[src/rtl/chess_pkg.sv]
// chess_pkg: shared definitions for the chess game core.
// Holds the piece and color encodings, the game FSM state type, the cursor
// reset position and the function that yields the starting position of any
// square. No ports; imported by the core and its debouncer.
package chess_pkg;

  localparam logic [2:0] PC_NONE   = 3'd0;
  localparam logic [2:0] PC_PAWN   = 3'd1;
  localparam logic [2:0] PC_KNIGHT = 3'd2;
  localparam logic [2:0] PC_BISHOP = 3'd3;
  localparam logic [2:0] PC_ROOK   = 3'd4;
  localparam logic [2:0] PC_QUEEN  = 3'd5;
  localparam logic [2:0] PC_KING   = 3'd6;

  localparam logic COLOR_WHITE = 1'b0;
  localparam logic COLOR_BLACK = 1'b1;

  localparam logic [3:0] SQ_EMPTY     = 4'h0;
  localparam logic [5:0] CURSOR_RESET = 6'd52;

  typedef enum logic [1:0] {
    ST_SELECT,
    ST_MOVE,
    ST_WRITE_DEST,
    ST_WRITE_SRC
  } game_state_t;

  // Starting code of a square; address = {row, col}, row 0 = black back rank.
  function automatic logic [3:0] initial_square(input logic [5:0] addr);
    logic [2:0] row;
    logic [2:0] col;
    logic [2:0] back;
    row = addr[5:3];
    col = addr[2:0];
    case (col)
      3'd0, 3'd7: back = PC_ROOK;
      3'd1, 3'd6: back = PC_KNIGHT;
      3'd2, 3'd5: back = PC_BISHOP;
      3'd3:       back = PC_QUEEN;
      default:    back = PC_KING;
    endcase
    case (row)
      3'd0:    initial_square = {COLOR_BLACK, back};
      3'd1:    initial_square = {COLOR_BLACK, PC_PAWN};
      3'd6:    initial_square = {COLOR_WHITE, PC_PAWN};
      3'd7:    initial_square = {COLOR_WHITE, back};
      default: initial_square = SQ_EMPTY;
    endcase
  endfunction

endpackage

[src/rtl/chess_game_core_debounce.sv]
// input_debounce: turns one raw asynchronous push-button into a single-cycle
// press pulse.
// Ports:
//   full_clock  system clock
//   Reset       asynchronous, active-high
//   tick        shared sampling enable from the clock divider
//   btn         raw button level
//   pulse       one full_clock cycle wide, once per press
module input_debounce
  import chess_pkg::*;
#(
  parameter int DEBOUNCE_TICKS = 16
) (
  input  logic full_clock,
  input  logic Reset,
  input  logic tick,
  input  logic btn,
  output logic pulse
);

  localparam int CNT_W = $clog2(DEBOUNCE_TICKS + 1);
  localparam logic [CNT_W-1:0] CNT_MAX = CNT_W'(DEBOUNCE_TICKS);

  logic             sync_p0;
  logic             sync_p1;
  logic [CNT_W-1:0] cnt;

  // The counter saturates at CNT_MAX, so the pulse fires only on the tick that
  // reaches it; a new press needs a tick with the input low to clear it.
  always_ff @(posedge full_clock or posedge Reset) begin
    if (Reset) begin
      sync_p0 <= 1'b0;
      sync_p1 <= 1'b0;
      cnt     <= '0;
      pulse   <= 1'b0;
    end else begin
      sync_p0 <= btn;
      sync_p1 <= sync_p0;
      pulse   <= 1'b0;
      if (tick) begin
        if (!sync_p1) begin
          cnt <= '0;
        end else if (cnt != CNT_MAX) begin
          cnt <= cnt + 1'b1;
          if (cnt == CNT_MAX - 1'b1) pulse <= 1'b1;
        end
      end
    end
  end

endmodule

[src/rtl/chess_game_core.sv]
// chess_game_core: game core of the FPGA chess board.
// Divides the clock into a sampling tick, debounces the five buttons, runs the
// cursor/select/move FSM and owns the 64-square board store.
// Ports:
//   full_clock              system clock (100 MHz on the board)
//   Reset                   asynchronous, active-high
//   BtnL/R/U/D/C            raw push-buttons
//   board_flat[255:0]       square a at [4a+3:4a], code {color, piece}
//   cursor_addr[5:0]        {row, col} of the cursor
//   selected_piece_addr     square of the selected piece
//   hilite_selected_square  selection active
//   turn                    side to move, 0 = white, 1 = black
//   MemOE/MemWR/RamCS/FlashCS/QuadSpiFlashCS  tied high, memories disabled
module chess_game_core
  import chess_pkg::*;
#(
  parameter int TICK_DIV_BITS  = 12,
  parameter int DEBOUNCE_TICKS = 16
) (
  input  logic         full_clock,
  input  logic         Reset,
  input  logic         BtnL,
  input  logic         BtnR,
  input  logic         BtnU,
  input  logic         BtnD,
  input  logic         BtnC,
  output logic [255:0] board_flat,
  output logic [5:0]   cursor_addr,
  output logic [5:0]   selected_piece_addr,
  output logic         hilite_selected_square,
  output logic         turn,
  output logic         MemOE,
  output logic         MemWR,
  output logic         RamCS,
  output logic         FlashCS,
  output logic         QuadSpiFlashCS
);

  assign MemOE          = 1'b1;
  assign MemWR          = 1'b1;
  assign RamCS          = 1'b1;
  assign FlashCS        = 1'b1;
  assign QuadSpiFlashCS = 1'b1;

  logic [TICK_DIV_BITS-1:0] div_clk;
  logic                     tick;

  // tick is high for the one cycle in which div_clk has just wrapped to 0.
  always_ff @(posedge full_clock or posedge Reset) begin
    if (Reset) begin
      div_clk <= '0;
      tick    <= 1'b0;
    end else begin
      div_clk <= div_clk + 1'b1;
      tick    <= (div_clk == '1);
    end
  end

  logic pulse_l, pulse_r, pulse_u, pulse_d, pulse_c;

  input_debounce #(.DEBOUNCE_TICKS(DEBOUNCE_TICKS)) u_deb_l (
    .full_clock(full_clock), .Reset(Reset), .tick(tick), .btn(BtnL), .pulse(pulse_l));
  input_debounce #(.DEBOUNCE_TICKS(DEBOUNCE_TICKS)) u_deb_r (
    .full_clock(full_clock), .Reset(Reset), .tick(tick), .btn(BtnR), .pulse(pulse_r));
  input_debounce #(.DEBOUNCE_TICKS(DEBOUNCE_TICKS)) u_deb_u (
    .full_clock(full_clock), .Reset(Reset), .tick(tick), .btn(BtnU), .pulse(pulse_u));
  input_debounce #(.DEBOUNCE_TICKS(DEBOUNCE_TICKS)) u_deb_d (
    .full_clock(full_clock), .Reset(Reset), .tick(tick), .btn(BtnD), .pulse(pulse_d));
  input_debounce #(.DEBOUNCE_TICKS(DEBOUNCE_TICKS)) u_deb_c (
    .full_clock(full_clock), .Reset(Reset), .tick(tick), .btn(BtnC), .pulse(pulse_c));

  game_state_t state;
  logic [3:0]  board [64];
  logic [5:0]  dest_addr;
  logic [3:0]  cursor_sq;
  logic [3:0]  sel_sq;
  logic [2:0]  cur_row;
  logic [2:0]  cur_col;
  logic        own_piece;

  assign cursor_sq = board[cursor_addr];
  assign sel_sq    = board[selected_piece_addr];
  assign cur_row   = cursor_addr[5:3];
  assign cur_col   = cursor_addr[2:0];
  assign own_piece = (cursor_sq[2:0] != PC_NONE) && (cursor_sq[3] == turn);

  always_comb begin
    board_flat = '0;
    for (int i = 0; i < 64; i++) board_flat[4*i +: 4] = board[i];
  end

  // Single write port: WRITE_DEST copies the piece, WRITE_SRC clears the
  // origin, so a move always takes two cycles after the confirming press.
  always_ff @(posedge full_clock or posedge Reset) begin
    if (Reset) begin
      state                  <= ST_SELECT;
      cursor_addr            <= CURSOR_RESET;
      selected_piece_addr    <= '0;
      hilite_selected_square <= 1'b0;
      turn                   <= COLOR_WHITE;
      dest_addr              <= '0;
      for (int i = 0; i < 64; i++) board[i] <= initial_square(6'(i));
    end else begin
      case (state)
        ST_SELECT, ST_MOVE: begin
          // Priority C > U > D > L > R; lower-priority pulses in the same
          // cycle are dropped.
          if (pulse_c) begin
            if (state == ST_SELECT) begin
              if (own_piece) begin
                selected_piece_addr    <= cursor_addr;
                hilite_selected_square <= 1'b1;
                state                  <= ST_MOVE;
              end
            end else if (cursor_addr == selected_piece_addr) begin
              hilite_selected_square <= 1'b0;
              state                  <= ST_SELECT;
            end else if (own_piece) begin
              selected_piece_addr <= cursor_addr;
            end else begin
              dest_addr <= cursor_addr;
              state     <= ST_WRITE_DEST;
            end
          end else if (pulse_u) begin
            if (cur_row != 3'd0) cursor_addr <= {cur_row - 3'd1, cur_col};
          end else if (pulse_d) begin
            if (cur_row != 3'd7) cursor_addr <= {cur_row + 3'd1, cur_col};
          end else if (pulse_l) begin
            if (cur_col != 3'd0) cursor_addr <= {cur_row, cur_col - 3'd1};
          end else if (pulse_r) begin
            if (cur_col != 3'd7) cursor_addr <= {cur_row, cur_col + 3'd1};
          end
        end
        ST_WRITE_DEST: begin
          board[dest_addr] <= sel_sq;
          state            <= ST_WRITE_SRC;
        end
        ST_WRITE_SRC: begin
          board[selected_piece_addr] <= SQ_EMPTY;
          hilite_selected_square     <= 1'b0;
          turn                       <= ~turn;
          state                      <= ST_SELECT;
        end
        default: state <= ST_SELECT;
      endcase
    end
  end

endmodule

[config.mk]
export PLATFORM = sky130hd
export DESIGN_NAME = chess_game_core
export DESIGN_NICKNAME = d
export VERILOG_FILES = /design/src/rtl/chess_pkg.sv /design/src/rtl/chess_game_core_debounce.sv /design/src/rtl/chess_game_core.sv
export SDC_FILE = /design/constraint.sdc
export NUM_CORES = 1
export LEC_CHECK = 0
export CAP_MARGIN = 20
export CORE_MARGIN = 1.5
export CORE_UTILIZATION = 55
export CTS_BUF_LIST = sky130_fd_sc_hd__clkbuf_4
export CTS_CLUSTER_DIAMETER = 100
export DETAILED_ROUTE_END_ITERATION = 8
export GPL_ROUTABILITY_DRIVEN = 0
export PLACE_DENSITY_LB_ADDON = 0.2
export SLEW_MARGIN = 0
export SYNTH_ARGS = -nofsm -noshare
export SYNTH_HDL_FRONTEND = slang
export SYNTH_SLANG_ARGS = --single-unit
[constraint.sdc]
create_clock -name full_clock -period 15.3 [get_ports full_clock]
set_input_delay 3.06 -clock full_clock [delete_from_list [all_inputs] [get_ports full_clock]]
set_output_delay 3.06 -clock full_clock [all_outputs]
set_load 0.05 [all_outputs]
## Yosys cells after proc, flatten, opt, wreduce, memory -nomap -nowiden

Cells that the tools add are included.

| storage, ports and cells | value |
|---|---|
| flip-flop bits (word level) | 331 |
| latch bits | 0 |
| bits in writable memories | 0 |
| ROM bits | 0 |
| input port bits | 7 |
| output and inout port bits | 275 |
| word-level logic and storage cells | 239 |
| memories | 0 |

| operators by class | value |
|---|---|
| add/subtract/negate cells | 10 |
| multiply operators | 0 |
| div/mod/pow operators | 0 |
| $lt $le $gt $ge | 5 |
| equal/unequal tests | 30 |
| shift-type cells | 0 |
| mux-type cells | 64 |
| bitwise operators | 12 |
| reductions and logical operators | 25 |

Operators with widths:

| kind | number |
|---|---|
| one-hot mux 256 bit (2 select lines) | 1 |
| AND 256 bit | 1 |
| bitwise mux 256 bit | 1 |
| NOT 256 bit | 1 |
| two-way mux 5 bit | 10 |
| binary-select mux 4 bit (select 6 bit) | 2 |
| demux 4 bit (select 6 bit) | 2 |
| two-way mux 6 bit | 8 |
| adder 5 x 1 -> 5 bit (second input constant) | 5 |
| == test 5 x 4 -> 1 bit (second input constant) | 5 |
| inequality test 5 bit (second input constant) | 5 |
| two-way mux 1 bit | 24 |
| two-way mux 4 bit | 6 |
| greater-or-equal comparator 7 bit (second input constant) | 3 |
| NOT 6 -> 7 bit | 3 |
| inequality test 2 bit (second input constant) | 8 |
| < comparator 7 x 1 -> 1 bit (second input constant) | 2 |
| adder 12 x 1 -> 12 bit (second input constant) | 1 |
| == test 12 bit (second input constant) | 1 |
| inequality test 3 bit (second input constant) | 4 |
| nonzero test 2 bit | 6 |
| two-way mux 2 bit | 5 |
| AND reduction 2 bit | 5 |
| AND reduction 5 bit | 2 |
| 19 further kinds | 35 |

## Longest topological paths before layout

Gate-level depths: netlist of run 1.

| logic depth | value |
|---|---|
| depth in word-level cells | 11 |
| mapped depth | 12 |
| gate-level depth less buffers | 8 |

## Cells and area by module

From an unflattened synthesis of run 1, not the netlist that was laid out.

| second synthesis, totals | value |
|---|---|
| cell total of the unflattened synthesis | 2075 |
| area total of the unflattened synthesis | 18860.6 µm² |

Modules (own cells, without submodules):

| module | instances | cells an instance | area each (µm²) | seq. area each (µm²) |
|---|---|---|---|---|
| chess_game_core | 1 | 1893 | 16871.2 | 7355.8 |
| input_debounce (u_deb_r ...) | 2 | 37 | 409.1 | 200.2 |
| input_debounce (u_deb_c ...) | 2 | 36 | 392.9 | 200.2 |
| input_debounce (u_deb_l) | 1 | 36 | 385.4 | 200.2 |

## Least setup slack after synthesis of run 1

Ideal clock, no wire load.

| timing path | value |
|---|---|
| path type | reg-to-output |
| start | register cursor_addr[0] |
| end | output port cursor_addr[0] |
| arrival | 0.719 ns |
| data required time | 12.240 ns |
| slack | 11.521 ns |
| cell stages (with the launch flop) | 1 |
| path through | dfrtp_1 |

RTL lines:

| item | line | source |
|---|---|---|
| from (decl) | chess_game_core.sv:28 | `output logic [5:0] cursor_addr,` |
| from (signal assigned) | chess_game_core.sv:125 | `if (cur_row != 3'd0) cursor_addr <= {cur_row - 3'd1, cur_col};` |
| from (signal assigned) | chess_game_core.sv:127 | `if (cur_row != 3'd7) cursor_addr <= {cur_row + 3'd1, cur_col};` |
| from (signal assigned) | chess_game_core.sv:129 | `if (cur_col != 3'd0) cursor_addr <= {cur_row, cur_col - 3'd1};` |

No word-level cell between the ends.

## Worst setup path in the final report of run 1

| timing path | value |
|---|---|
| start | register cursor_addr[2] |
| end | output port cursor_addr[2] |

No word-level cell between the ends.

==> impl_metrics.ini, run 1 <==
[pwr]
power_frac_seq = 0.519
worst_ir_drop_vdd_mv = 0.0728
share_clk_of_total_power = 0.468
leakagePower_nw = 9.00
power_density_nw_per_um2 = 76.1
switching_fraction_of_total_power = 0.241
internal_power_mw = 1.28
p_sw_mw = 0.409
combPwrFrac = 0.014

[synthesis]
synthesis.area_per_instance_um2 = 9.61
post_synth_num_cell_types = 67
yosys_warnings = 0
area_fraction_of_the_dominant_cell_type_after_synthesis = 0.373
synth.ff_latch_count = 331
synth-async-reset-ratio = 1.00
netlist_area_um2 = 18200
ys.flop_type = dfrtp_1
synth_enable_flop_cells = 0
netlist.top_cell.by_area = dfrtp_1
ys_seq_area_frac = 0.458
post_synthesis_cells = 1897
yosys-top-cells-area = dfrtp_1 37%, dfstp_2 8.5%, a22oi_1 6.3%

[placed_design]
hpwlAfterDp_mm = 47.7
dpl_ws_ns = 9.13
post-place-cells = 2490
placedInstanceArea_um2 = 21100
io_buffers = 276

[clocking]
root_buffer = clkbuf_4
worst_setup_hold_path_clk_slew_ns = 0.06
post_cts_setup_driven_buffer_insertion_count = 0
clkSinkCount = 331
h-tree-depth = 3
cts_tree = done
clk-insertion-delay-late_ns = 0.80
post_cts_resized = 0
cts-buffers-inserted = 86
cts_max_path_buffers = 3
hold_buffers = 0

[die]
die_h_um = 185
floorplan.initialDensity = 0.559
fp.dieW_um = 185
std_cell_rows = 66
num_io_pins = 282
die-area_um2 = 34300
fp.coreArea_um2 = 32600

[sta]
fin_crit_ns = 5.78
final.setup.tns_ns = 0
grt_setup_unrepaired = no
drv_slew = 0
slew_headroom = 0.245
post_layout_worst_setup_margin_ns = 9.52
hold_violation_count_in_the_final_report = 0
final_setup_viols = 0
max_freq_mhz = 173
fin_skew_ns = 0.0746
slew_at_the_pin_closest_to_its_max_slew_limit_ns = 1.13
min_period_over_period = 0.378

[global_routing]
grt_remaining_overflow = 0
global_route.usage.total = 0.430
global_route_wire_length_before_repair_mm = 110
antenna_found_initial = 4
number_of_global_route_vias_before_repair = 18021
grt_start_max_net_pins = 111

[layout]
n_fill_cell = 2549
synthToLayoutAreaGrowth_pct = 22.0
layout.nets = 2166
postLayoutCoreUtil = 0.682
finish.cell_count_without_fillers = 2652
fin_area_um2 = 22200
fraction_of_final_layout_cells_sized_beyond_drive_strength_1 = 0.136

[critical_path]
timing.critical_path.slowest_stage_cell = dfstp_2
path_cells = clkdlybuf4s50_1
timing.critical_path.to_type = output pin
cp-start-kind = flip-flop
worst-path-max-fanout = 28
critical_path_class = flip-flop to output pin
cp_data_required_time_ns = 12.24
crit_path_buffers_inverters = 1
critical_path_arrival_ns = 2.72
crit_family = flip-flops
worst_path_largest_cell_delay_ns = 1.04

[route]
final_wl_mm = 73.7
drcViolationCount = 0
vias = 18948
vias_per_cell = 7.14
1st_iter_drt_viols = 3038
drtAntennaViolNets = 0
wl_per_cell_um = 27.8
number_of_detailed_routing_iterations_run_before_antenna_repair = 9

[job]
drv_cap = 0

[min_path]
timing.hold.worst.class = flip-flop to flip-flop

[status]
run_status = complete, no violations
## synth_stat cells (all sizes together), types with 4 or more instances
| cell | number |
|---|---|
| or3 | 5 |
| o211ai | 10 |
| a31oi | 17 |
| nand3b | 4 |
| dfstp | 59 |
| nand3 | 36 |
| mux2 | 16 |
| buf | 47 |
| and3b | 4 |
| nor2b | 9 |
| or2 | 17 |
| mux2i | 18 |
| nor3 | 84 |
| o22ai | 8 |
| and2 | 4 |
| nor4b | 21 |
| nand4 | 43 |
| nand2 | 94 |
| nor4 | 24 |
| o22a | 108 |
| a2111oi | 6 |
| a211oi | 12 |
| nor2 | 254 |
| mux4 | 13 |
| xor2 | 9 |
| a22o | 130 |
| a22oi | 152 |
| o31ai | 18 |
| and3 | 57 |
| inv | 34 |
| clkbuf | 112 |
| ha | 20 |
| nor3b | 7 |
| o21ai | 74 |
| dfrtp | 272 |
| a21oi | 36 |
| nand2b | 21 |
| xnor2 | 15 |
## final cells by class
cell class	instances	area (um^2)	area share
clock inverters	20	76.3	0.00343
diodes	3	7.51	0.000337
inverters	34	135	0.00607
repair buffers	308	3020	0.136
clock buffers	137	1030	0.0462
flip-flops and latches	331	8360	0.376
multi-input cells	1377	9060	0.407
well taps	442	553	0.0249
## power groups by stage
stage          sequential [mW]  combinational [mW]  clock, mW
3_5_place_dp             0.894              0.0232          0
3_3_place_gp             0.894              0.0228          0
6_report                 0.878              0.0232      0.792
4_1_cts                  0.878              0.0232      0.789
5_1_grt                  0.878              0.0267      0.844
2_1_floorplan            0.894              0.0167          0
## flip-flops by register name, summed over array words and instances, names as in the netlist, 5 cells and up
name / flops
dest_addr: 6
u_deb_r.cnt: 5
u_deb_d.cnt: 5
u_deb_l.cnt: 5
div_clk: 12
cursor_addr: 6
board_flat: 256
u_deb_c.cnt: 5
selected_piece_addr: 6
u_deb_u.cnt: 5
## layer usage
layer | routed length (um) | global-route usage | share of wire
met1 | 26100 | 0.552 | 0.35
met2 | 30600 | 0.605 | 0.42
met5 | 13 | 0 | 0.00018
met3 | 12000 | 0.176 | 0.16
met4 | 4910 | 0.264 | 0.067
## layout by cell type, fill, tap and decap left out, drive strengths merged, types with 12 or more instances in the layout
| cell type | instances |
|---|---|
| nor3 | 84 |
| mux2i | 18 |
| nand2b | 21 |
| nor4 | 24 |
| nor4b | 21 |
| mux4 | 13 |
| a21oi | 36 |
| ha | 20 |
| or2 | 17 |
| a211oi | 12 |
| clkbuf | 137 |
| and3 | 57 |
| a22o | 130 |
| clkdlybuf4s50 | 276 |
| nand2 | 94 |
| o22a | 108 |
| dfrtp | 272 |
| inv | 39 |
| o21ai | 74 |
| a22oi | 152 |
| clkinv | 15 |
| nor2 | 254 |
| buf | 32 |
| a31oi | 17 |
| nand4 | 43 |
| o31ai | 18 |
| mux2 | 16 |
| dfstp | 59 |
| xnor2 | 15 |
| nand3 | 36 |
## through the flow
stage | hold WS [ns] | power [mW]
3_5_place_dp | 0.335 | 0.917
6_report | 0.343 | 1.69
2_1_floorplan | 0.331 | 0.910
3_3_place_gp | 0.333 | 0.917
5_1_grt | 0.354 | 1.75
4_1_cts | 0.345 | 1.69
## final timing paths
path | slack [ns] | startpoint | end | depth (start not counted)
setup / recovery | 9.52 | cursor_addr[2]$_DFFE_PP1P_ | cursor_addr[2] | 1
hold / removal | 0.34 | u_deb_l.sync_p0$_DFF_PP0_ | u_deb_l.sync_p1$_DFF_PP0_ | 0
setup reg to reg | 10.94 | selected_piece_addr[2]$_DFFE_PP0P_ | board_flat[94]$_DFFE_PP0P_ | 10
hold reg to reg | 0.34 | u_deb_l.sync_p0$_DFF_PP0_ | u_deb_l.sync_p1$_DFF_PP0_ | 0
max in group asynchronous | 10.39 | Reset | board_flat[31]$_DFFE_PP1P_ | 5
min in group asynchronous | 2.83 | Reset | board_flat[202]$_DFFE_PP0P_ | 2
## cell families (layout without fill, tap and decap cells)
group | after synthesis | count (layout) | synth area share
DFF | 331 | 331 | 0.458
and+or+nand+nor | 692 | 692 | 0.187
adders and majority gates | 21 | 21 | 0.0148
xor gates and xnor gates | 24 | 24 | 0.0115
AOI/OAI and AO/OA | 588 | 588 | 0.245
muxes | 47 | 47 | 0.0360
buffers and inverters | 193 | 499 | 0.0470
other | 1 | 8 | 0.000206
Note: power is estimated with default switching activity, not from simulation.
==> inputs of run 2 (changes only) <==
--- a/config.mk
+++ b/config.mk
@@ -7,7 +7,7 @@
 export LEC_CHECK = 0
 export CAP_MARGIN = 20
 export CORE_MARGIN = 1.5
-export CORE_UTILIZATION = 55
+export CORE_UTILIZATION = 51
 export CTS_BUF_LIST = sky130_fd_sc_hd__clkbuf_4
 export CTS_CLUSTER_DIAMETER = 100
 export DETAILED_ROUTE_END_ITERATION = 8
==> constraint.sdc (replaced) <==
create_clock -name full_clock -period 5.3 [get_ports full_clock]
set_input_delay 1.06 -clock full_clock [delete_from_list [all_inputs] [get_ports full_clock]]
set_output_delay 1.06 -clock full_clock [all_outputs]
set_load 0.05 [all_outputs]
==> impl_metrics.ini, run 2 (synthesized netlist as in run 1, its figures left out) <==
[status]
run_status = finished, violations left
violations = design-rule violations

[sta]
fin_crit_ns = 4.37
slew_at_the_pin_closest_to_its_max_slew_limit_ns = 1.11
grt_setup_unrepaired = no
fin_skew_ns = 0.0569
drv_slew = 0
slew_headroom = 0.257
final_setup_viols = 0
min_period_over_period = 0.824
max_freq_mhz = 229
hold_violation_count_in_the_final_report = 0

[layout]
postLayoutCoreUtil = 0.634
layout.cells.most_common = clkdlybuf4s50_1
fraction_of_final_layout_cells_sized_beyond_drive_strength_1 = 0.138
largest_register_ffs = 256
final_cell_mix = 276 x clkdlybuf4s50_1, 268 x dfrtp_1, 254 x nor2_1
layout.nets = 2180
synthToLayoutAreaGrowth_pct = 23.1

[placed_design]
io_buffers = 276
hpwlAfterDp_mm = 51.7

[clocking]
post_cts_setup_driven_buffer_insertion_count = 0
cts-buffers-inserted = 88
clkSinkCount = 331
cts_max_path_buffers = 3
root_buffer = clkbuf_4
clk-insertion-delay-late_ns = 0.85
worst_setup_hold_path_clk_slew_ns = 0.07
hold_buffers = 0
post_cts_resized = 0
h-tree-depth = 3
cts_tree = done

[global_routing]
grt_start_max_net_pins = 136
number_of_global_route_vias_before_repair = 18234
global_route_wire_length_before_repair_mm = 113
global_route.usage.total = 0.413
grt_remaining_overflow = 0
antenna_found_initial = 3

[route]
drtAntennaViolNets = 0
drcViolationCount = 20
final_wl_mm = 76.8
1st_iter_drt_viols = 3628
vias_per_cell = 7.20
number_of_detailed_routing_iterations_run_before_antenna_repair = 9
vias = 19367
wl_per_cell_um = 28.5

[critical_path]
critical_path_arrival_ns = 5.08
critical_path_class = flip-flop to flip-flop
cp_data_required_time_ns = 6.01
timing.critical_path.to_type = flip-flop
worst-path-max-fanout = 42
cp-start-kind = flip-flop

[pwr]
leakagePower_nw = 9.08
power_density_nw_per_um2 = 225
total_power_mw = 5.04
worst_ir_drop_vdd_mv = 0.156

[die]
die-area_um2 = 36900
die_h_um = 192
floorplan.initialDensity = 0.515
std_cell_rows = 69
num_io_pins = 282
fp.dieW_um = 192
fp.coreArea_um2 = 35400

[min_path]
timing.hold.worst.class = flip-flop to flip-flop

[job]
drv_cap = 0
## run 2: cell count changes in the layout (fill, tap and decap cells not counted)
cell        previous run  this run
clkinv_2               1         8
buf_16                 1         0
clkinv_1              14        25
clkinvlp_4             0         1
dfrtp_4                1         2
buf_4                 31        42
diode_2                3         6
buf_12                 0         2
inv_2                  5         2
bufinv_16              0         4
clkbuf_4             137       123
inv_8                  1         0
dfrtp_2                3         2
## run 2: per-stage QoR
step | worst slack [ns] | setup TNS, ns | cell area (um^2) | hold slack, ns | instances
finish | 0.935 | 0 | 22500 | 0.353 | 2691
global route | 0.889 | 0 | 22400 | 0.359 | 2687
CTS | 1.16 | 0 | 22400 | 0.358 | 2685
detailed placement | 1.19 | 0 | 21300 | 0.344 | 2523
global placement | 1.20 | 0 | 21300 | 0.334 | 2523
floorplan | -0.132 | -36.04 | 18300 | 0.331 | 1901
## run 2: worst paths after layout
kind                                             from                                  to  slack, ns  cells after the start
min in group asynchronous                       Reset         board_flat[194]$_DFFE_PP0P_       0.60                      2
min                         u_deb_r.sync_p0$_DFF_PP0_           u_deb_r.sync_p1$_DFF_PP0_       0.35                      0
min reg2reg                 u_deb_r.sync_p0$_DFF_PP0_           u_deb_r.sync_p1$_DFF_PP0_       0.35                      0
max reg2reg                cursor_addr[0]$_DFFE_PP0P_  selected_piece_addr[3]$_DFFE_PP0P_       0.93                      8
max in group asynchronous                       Reset         board_flat[124]$_DFFE_PP0P_       3.59                      3
max                        cursor_addr[0]$_DFFE_PP0P_  selected_piece_addr[3]$_DFFE_PP0P_       0.93                      8
## run 2: layout make-up
type,count,area (um^2)
timing repair buffer,320,3120
sequential,331,8370
clock buffer,123,923
fill,2912,12900
inverter,34,131
antenna,6,15.0
clock inverter,39,262
tap,461,577
multi-input combinational,1377,9060
## run 2: where the power goes
part           leakage [nW]  switching (mW)  internal, mW
logic                  4.02          0.0600       0.00851
registers              4.37         0.00311          2.53
clock network         0.701            1.17          1.27
total                  9.08            1.23          3.81
## run 2: metal layers
metal	part of all wire	vias to the layer above	track usage	routed length, um
met5	0	-	0	0
met4	0.074	0	0.261	5720
met3	0.17	494	0.173	13000
met2	0.40	1997	0.565	30800
met1	0.35	9108	0.536	27200
li1	-	7768	-	-
## run 2: worst max-delay path, cell delays in order (launching register included)
cell,delay [ns]
dfrtp_2,1.11
inv_1,0.58
mux4_2,0.43
a2111oi_0,0.70
o21ai_0,0.36
and3_1,0.29
nand4_2,0.13
nand3_1,0.27
mux2_2,0.37
